`config.mk`:
```
export PLATFORM = sky130hd
export DESIGN_NAME = copro_instr_issuer
export DESIGN_NICKNAME = d
export VERILOG_FILES = /design/src/rtl/copro_pkg.sv /design/src/rtl/copro_cmd_fifo.sv /design/src/rtl/copro_instr_issuer.sv
export SDC_FILE = /design/constraint.sdc
export NUM_CORES = 1
export LEC_CHECK = 0
export ABC_AREA = 1
export CORE_MARGIN = 4
export CORE_UTILIZATION = 32
export CTS_CLUSTER_SIZE = 25
export DETAILED_ROUTE_END_ITERATION = 16
export HOLD_SLACK_MARGIN = 0.08
export PLACE_DENSITY_LB_ADDON = 0.3
export SYNTH_ARGS = -nofsm -noshare
export SYNTH_HDL_FRONTEND = slang
export SYNTH_HIERARCHICAL = 1
export SYNTH_SLANG_ARGS = --single-unit
```
`constraint.sdc`:
```
create_clock -name clk -period 1.9 [get_ports clk]
set_clock_uncertainty 0.05 [all_clocks]
set_input_delay 0.57 -clock clk [delete_from_list [all_inputs] [get_ports clk]]
set_output_delay 0.57 -clock clk [all_outputs]
set_load 0.03 [all_outputs]
```
`src/rtl/copro_pkg.sv`:
```
// Shared coprocessor instruction-word layout, used by the issuer and the
// coprocessor decoder.
package copro_pkg;

  localparam int unsigned INSTR_W  = 15;

  localparam int unsigned OPC_LSB  = 0;
  localparam int unsigned SIZE_LSB = 3;
  localparam int unsigned ADDR_LSB = 6;
  localparam int unsigned FLAG_BIT = 14;

  // Opcode 0 loads a matrix; 1..7 select ALU operations.
  localparam logic [2:0] OP_LOAD = 3'b000;
  localparam logic [2:0] OP_ALU1 = 3'b001;
  localparam logic [2:0] OP_ALU7 = 3'b111;

  // Packs command fields into the coprocessor instruction word.
  function automatic logic [INSTR_W-1:0] encode(input logic       flag,
                                                input logic [7:0] addr,
                                                input logic [2:0] size,
                                                input logic [2:0] opc);
    logic [INSTR_W-1:0] word;
    word                  = '0;
    word[OPC_LSB +: 3]    = opc;
    word[SIZE_LSB +: 3]   = size;
    word[ADDR_LSB +: 8]   = addr;
    word[FLAG_BIT]        = flag;
    return word;
  endfunction

endpackage

```
`src/rtl/copro_cmd_fifo.sv`:
```
// Command FIFO holding pre-encoded instruction words. The caller guarantees
// no push when full and no pop when empty.
module copro_cmd_fifo
  import copro_pkg::*;
#(
  parameter int unsigned DEPTH = 4
) (
  input  logic                   clk,
  input  logic                   reset,
  input  logic                   push,
  input  logic                   pop,
  input  logic [INSTR_W-1:0]     wdata,
  output logic [INSTR_W-1:0]     rdata,
  output logic [$clog2(DEPTH):0] level
);

  localparam int unsigned PtrW = $clog2(DEPTH);
  localparam int unsigned LvlW = PtrW + 1;

  logic [INSTR_W-1:0] mem [DEPTH];
  logic [PtrW-1:0]    wr_ptr_q, rd_ptr_q;
  logic [LvlW-1:0]    level_q, level_d;

  // Storage array; contents are meaningless while level is zero.
  always_ff @(posedge clk) begin
    if (push) mem[wr_ptr_q] <= wdata;
  end

  // Occupancy next-state; simultaneous push and pop leaves it unchanged.
  always_comb begin
    level_d = level_q;
    unique case ({push, pop})
      2'b10:   level_d = level_q + LvlW'(1);
      2'b01:   level_d = level_q - LvlW'(1);
      default: level_d = level_q;
    endcase
  end

  // Pointers and occupancy; pointers wrap naturally.
  always_ff @(posedge clk or negedge reset) begin
    if (!reset) begin
      wr_ptr_q <= '0;
      rd_ptr_q <= '0;
      level_q  <= '0;
    end else begin
      if (push) wr_ptr_q <= wr_ptr_q + PtrW'(1);
      if (pop)  rd_ptr_q <= rd_ptr_q + PtrW'(1);
      level_q <= level_d;
    end
  end

  assign rdata = mem[rd_ptr_q];
  assign level = level_q;

endmodule

```
`src/rtl/copro_instr_issuer.sv`:
```
// Issues buffered host commands to the coprocessor, one per fixed
// FETCH/DECODE/EXECUTE slot aligned to phase 0. Illegal size codes are
// accepted but dropped and flagged on erro.
// Optional: define COPRO_ISSUER_STATS_EN for saturating issued/rejected counters.
module copro_instr_issuer
  import copro_pkg::*;
#(
  parameter int unsigned DEPTH       = 4,
  parameter int unsigned SLOT_CYCLES = 3,
  parameter int unsigned MIN_SIZE    = 2,
  parameter int unsigned MAX_SIZE    = 5
) (
  input  logic                   clk,
  input  logic                   reset,
  input  logic                   cmd_valid,
  output logic                   cmd_ready,
  input  logic [2:0]             cmd_opcode,
  input  logic [2:0]             cmd_size,
  input  logic [7:0]             cmd_addr,
  input  logic                   cmd_flag_a,
  output logic [INSTR_W-1:0]     instruction,
  output logic                   instr_valid,
  output logic                   erro,
  output logic                   retired,
  output logic                   busy,
  output logic [$clog2(DEPTH):0] fifo_level
`ifdef COPRO_ISSUER_STATS_EN
  ,
  output logic [15:0]            issued_count,
  output logic [15:0]            rejected_count
`endif
);

  localparam int unsigned LvlW   = $clog2(DEPTH) + 1;
  localparam int unsigned PhW    = (SLOT_CYCLES > 1) ? $clog2(SLOT_CYCLES) : 1;
  localparam logic [PhW-1:0]  PhLast = PhW'(SLOT_CYCLES - 1);
  localparam logic [LvlW-1:0] Full   = LvlW'(DEPTH);
  localparam logic [2:0]      MinSz  = 3'(MIN_SIZE);
  localparam logic [2:0]      MaxSz  = 3'(MAX_SIZE);

  logic [PhW-1:0]     phase_q, phase_d;
  logic               slot_end;
  logic               xfer, legal, push, pop;
  logic [INSTR_W-1:0] enc_word, head_word;
  logic [LvlW-1:0]    level;
  logic [INSTR_W-1:0] instr_q;
  logic               instr_valid_q, erro_q;

  assign slot_end  = (phase_q == PhLast);
  assign cmd_ready = (level != Full);
  assign xfer      = cmd_valid && cmd_ready;
  assign legal     = (cmd_size >= MinSz) && (cmd_size <= MaxSz);
  assign push      = xfer && legal;
  assign pop       = slot_end && (level != '0);
  assign enc_word  = encode(cmd_flag_a, cmd_addr, cmd_size, cmd_opcode);

  copro_cmd_fifo #(
    .DEPTH (DEPTH)
  ) u_fifo (
    .clk   (clk),
    .reset (reset),
    .push  (push),
    .pop   (pop),
    .wdata (enc_word),
    .rdata (head_word),
    .level (level)
  );

  // Phase counter next-state: free-running 0..SLOT_CYCLES-1.
  always_comb begin
    phase_d = phase_q + PhW'(1);
    if (slot_end) phase_d = '0;
  end

  // Phase and instruction output registers; the word only moves at slot boundaries.
  always_ff @(posedge clk or negedge reset) begin
    if (!reset) begin
      phase_q       <= '0;
      instr_q       <= '0;
      instr_valid_q <= 1'b0;
      erro_q        <= 1'b0;
    end else begin
      phase_q <= phase_d;
      erro_q  <= xfer && !legal;
      if (slot_end) begin
        instr_valid_q <= pop;
        if (pop) instr_q <= head_word;
      end
    end
  end

  assign instruction = instr_q;
  assign instr_valid = instr_valid_q;
  assign erro        = erro_q;
  assign retired     = instr_valid_q && slot_end;
  assign busy        = (level != '0) || instr_valid_q;
  assign fifo_level  = level;

`ifdef COPRO_ISSUER_STATS_EN
  logic [15:0] issued_q, rejected_q;

  // Saturating event counters.
  always_ff @(posedge clk or negedge reset) begin
    if (!reset) begin
      issued_q   <= '0;
      rejected_q <= '0;
    end else begin
      if (retired && (issued_q != 16'hFFFF))  issued_q   <= issued_q + 16'd1;
      if (erro_q && (rejected_q != 16'hFFFF)) rejected_q <= rejected_q + 16'd1;
    end
  end

  assign issued_count   = issued_q;
  assign rejected_count = rejected_q;
`endif

endmodule

```
==> results.yml <==
status:
  outcome: "finished clean"
worst_hold_path:
  hp-class: "reg -> reg"
  hold_path_startpoint: "phase_q[0]"
  hold_path_depth: 1
  hold-path-endpoint: "phase_q[0]"
yosys:
  yosys-mux-area-fraction_pct: 0
  synth_top_family_by_area: "simple AND/OR/NAND/NOR gates"
  synthesis.instances: 337
  postSynthRegisterBits: 86
  synth-compound-area-share_pct: 3.807
  synth-adder-area-share_pct: 2.224
  async_reset_ff_share_pct: 30.23
  synth_edf_count: 60
  syn_area_um2: 3714
  yosys.area_share.simple_pct: 17.86
  synth-warning-count: 6
  synth_seq_area_share_pct: 66.04
  synth_cell_type_count: 26
  area_share_of_xor_xnor_cells_in_the_synthesized_design_pct: 1.179
  yosys_most_used_dff: "sky130_fd_sc_hd__edfxtp_1"
  postSynthNetCount: 361
  post_synth.cell_area_avg_um2: 11.02
timing:
  max_clock_freq_mhz: 528.7
  worst_pin_slew_ps: 347.0
  timing.max_slew.rel_slack_pct: 76.86
  setup-violations-final: 0
  grt_setup_unrepaired: "true"
  period_needed_ps: 1891
  final_max_slew_viol_count: 0
  finalHoldViolCount: 0
  timing.final.crit_share_pct: 99.55
  setup-tns-final_ps: 0
  postLayoutSetupSlackWorst_ps: 8.610
drt:
  wl_per_cell_um: 12.71
  drt-total-wl_um: 6942
  routed-via-count: 2310
  detailedRoute.firstPassIterationCount: 4
  routed_via_count_divided_by_cell_count: 4.231
  remaining_antenna_violation_count: 0
  drc: 0
  drt-initial-drc-count: 126
placement:
  port_buffers: 40
  gpl.final_weighted_congestion: 0.7290
  dp.final_hpwl_um: 4976
  detailedPlace.worstSlack_ps: -518.0
grt:
  antenna_found_initial: 0
  grt_start_max_net_pins: 63
  first_pass_grt_wire_length_um: 11590
  gr-usage-all-layers_pct: 11.29
  number_of_global_route_vias_before_repair: 2297
  grt-ovfl-total: 0
cells_and_area:
  antenna-diode-count: 0
  final.fill_count: 1103
  nets: 423
  layout-drive-gt1-share_pct: 15.38
  synthToLayoutAreaGrowth_pct: 24.29
clock_network:
  cts.sinks: 86
  clk_path_buf_depth: 2
  tritoncts_clock_tree: "built"
  post_cts_hold_buffer_count: 0
  register_clock_pin_slew_on_the_reported_worst_setup_and_hold_paths_ps: 60
  cts_h_tree_depth: 3
  cts.root.buffer_cell: "sky130_fd_sc_hd__clkbuf_16"
  total_clock_buffers_created_by_cts: 9
  clk_latency_ps: 330
setup_path:
  critical_path_required_ps: 2070
  crit_path_max_incr_delay_ps: 470
  critical_path_buf_inv_count: 2
  r2r-end: "u_fifo/level[2]"
  reg2reg_depth: 11
  timing.critical_path.to_type: "register"
  crit_arrival_ps: 2060
  slowest_library_cell_on_the_worst_path: "sky130_fd_sc_hd__clkdlybuf4s50_1"
  crit_path_cell_trace: "clkdlybuf4s50_1 > nand2_2 > nor2_4 > inv_2 > ha_4 > fa_2 > nand2_2 > nand3_1 > nand2_1 > nand2_1"
  worst_path_dominant_cell_family: "adder cells"
  origin_of_the_critical_flop_to_flop_path: "u_fifo/level[0]"
  reg_to_reg_setup_timing_slack_ps: 50
  startpoint_type: "input port"
  timing_worst_setup_path_type: "in -> reg"
  cp-startpoint: "cmd_valid"
  worstPathMaxFanout: 3
power:
  power.clock.fraction_pct: 22.8
  share_seq_of_total_power_pct: 39.6
  vdd_drop_max_mv: 0.7943
  power_switching_mw: 2.455
  leakage_nw: 2.063
  power.density_cell_area_nw_per_um2: 1435
  cell_internal_pwr_mw: 4.169
  switching_share_pct: 37.06
  power.share.combinational_pct: 37.6
die:
  core_region_area_um2: 11370
  placement_rows: 39
  die_height_um: 115.7
  die_area_um2: 13390
  io_pins: 41
  floorplan.initialDensity_pct: 32.66
  die_w_um: 115.7
flow_run:
  drv.max_cap_violation_count: 0
-- metal layers --
metal | share of wire (%) | vias to the layer above | global-route usage (%) | routed length, µm
met3 | 4.4 | 4 | 3.029 | 304
met4 | 0.66 | 0 | 3.480 | 46
met2 | 46 | 51 | 17.79 | 3216
met1 | 49 | 1059 | 15.34 | 3374
li1 | - | 1196 | - | -
met5 | 0 | - | 0 | 0
-- layout by cell type (no fill, tap or decap), types with 2 or more instances in the layout --
cell type	count
sky130_fd_sc_hd__clkbuf_1	5
sky130_fd_sc_hd__clkdlybuf4s50_1	15
sky130_fd_sc_hd__dfrtp_1	23
sky130_fd_sc_hd__dlygate4sd2_1	20
sky130_fd_sc_hd__nor2_4	2
sky130_fd_sc_hd__clkbuf_16	9
sky130_fd_sc_hd__clkdlybuf4s15_1	2
sky130_fd_sc_hd__buf_2	2
sky130_fd_sc_hd__nand2_4	2
sky130_fd_sc_hd__o211ai_1	13
sky130_fd_sc_hd__buf_4	25
sky130_fd_sc_hd__o211ai_2	2
sky130_fd_sc_hd__xor2_1	3
sky130_fd_sc_hd__ha_1	4
sky130_fd_sc_hd__edfxtp_1	60
sky130_fd_sc_hd__nor2_1	32
sky130_fd_sc_hd__nand3_1	17
sky130_fd_sc_hd__nand2_2	6
sky130_fd_sc_hd__inv_2	2
sky130_fd_sc_hd__inv_1	44
sky130_fd_sc_hd__nand2_1	99
sky130_fd_sc_hd__dfrtp_2	3
-- power by group through the flow --
stage / Sequential (mW) / Clock, mW / Combinational (mW)
global placement: 2.66 / 0 / 2.60
CTS: 2.63 / 1.56 / 2.52
global route: 2.67 / 1.65 / 2.79
detailed placement: 2.67 / 0 / 2.66
floorplan: 3.07 / 0 / 1.38
finish: 2.62 / 1.51 / 2.49
-- cell usage after synthesis, types with 2 or more instances --
cell type | n | area (µm²)
sky130_fd_sc_hd__nand2_2 | 3 | 18.77
sky130_fd_sc_hd__nand2_1 | 103 | 386.6
sky130_fd_sc_hd__xor2_1 | 3 | 26.28
sky130_fd_sc_hd__inv_1 | 47 | 176.4
sky130_fd_sc_hd__buf_8 | 2 | 30.03
sky130_fd_sc_hd__nor2_1 | 33 | 123.9
sky130_fd_sc_hd__xnor2_1 | 2 | 17.52
sky130_fd_sc_hd__buf_2 | 4 | 20.02
sky130_fd_sc_hd__dfrtp_1 | 26 | 650.6
sky130_fd_sc_hd__edfxtp_1 | 60 | 1802
sky130_fd_sc_hd__o211ai_1 | 13 | 97.59
sky130_fd_sc_hd__buf_6 | 6 | 67.56
sky130_fd_sc_hd__ha_1 | 5 | 62.56
sky130_fd_sc_hd__nand3_1 | 17 | 85.08
sky130_fd_sc_hd__o211ai_2 | 2 | 25.02
-- registers in the layout, summed over array words and instances (netlist names) --
signal / count
erro: 1
instruction: 15
instr_valid: 1
u_fifo/wr_ptr_q: 2
phase_q: 2
u_fifo/level: 3
u_fifo/mem: 60
u_fifo/rd_ptr_q: 2
-- layout make-up --
class                   count  area (µm²)  share of cell area [%]
flip-flops and latches     86        2456                   53.21
well taps                 143       178.9                   3.876
clock buffers              14       244.0                   5.286
inverters                  48       190.2                   4.120
multi-input cells         189       975.9                   21.14
repair buffers             65       563.0                   12.20
clock inverters             1       7.507                  0.1626
-- kinds of logic after synthesis --
group,after synthesis
and+or+nand+nor,160
DFF,86
buffers and inverters,62
AOI/OAI and AO/OA,18
adders and majority gates,6
xor gates and xnor gates,5
-- metrics by stage --
| stage | hold slack [ps] | std cells | util [%] | power (mW) | area (µm²) |
|---|---|---|---|---|---|
| 6_report | 365.5 | 546 | 40.60 | 6.624 | 4616 |
| 3_5_place_dp | 360.2 | 530 | 38.45 | 5.331 | 4372 |
| 5_1_grt | 380.2 | 546 | 40.60 | 7.114 | 4616 |
| 3_3_place_gp | 358.1 | 530 | 38.45 | 5.258 | 4372 |
| 2_1_floorplan | 224.4 | 337 | - | 4.445 | 3750 |
| 4_1_cts | 368.6 | 546 | 40.62 | 6.714 | 4618 |
-- worst max-delay path by stage --
stage / cells after the start / end / slack (ps)
final: 10 / u_fifo/level[2] / 9
after global routing: 10 / u_fifo/level[2] / -50
after CTS: 3 / busy / -4
after detailed placement: 10 / u_fifo/level[2] / -520
after global placement: 10 / u_fifo/level[2] / -460
after floorplan: 11 / u_fifo/level[2] / -60
-- worst reg2reg max path: stages, from the launching register on --
cell,delay (ps)
sky130_fd_sc_hd__dfrtp_2,420
sky130_fd_sc_hd__nor2_4,150
sky130_fd_sc_hd__buf_4,140
sky130_fd_sc_hd__nand2_4,70
sky130_fd_sc_hd__nand2_8,80
sky130_fd_sc_hd__inv_6,40
sky130_fd_sc_hd__ha_4,160
sky130_fd_sc_hd__fa_2,380
sky130_fd_sc_hd__nand2_2,80
sky130_fd_sc_hd__nand3_1,70
sky130_fd_sc_hd__nand2_1,70
sky130_fd_sc_hd__nand2_1,50
-- timing repair --
item / CTS / global route
resized for setup: 31 / 9
pin swaps: 3 / 4
setup endpoints to repair: 67 / 57
setup buffers: 1 / 0
(Power assumes the default switching activity.)
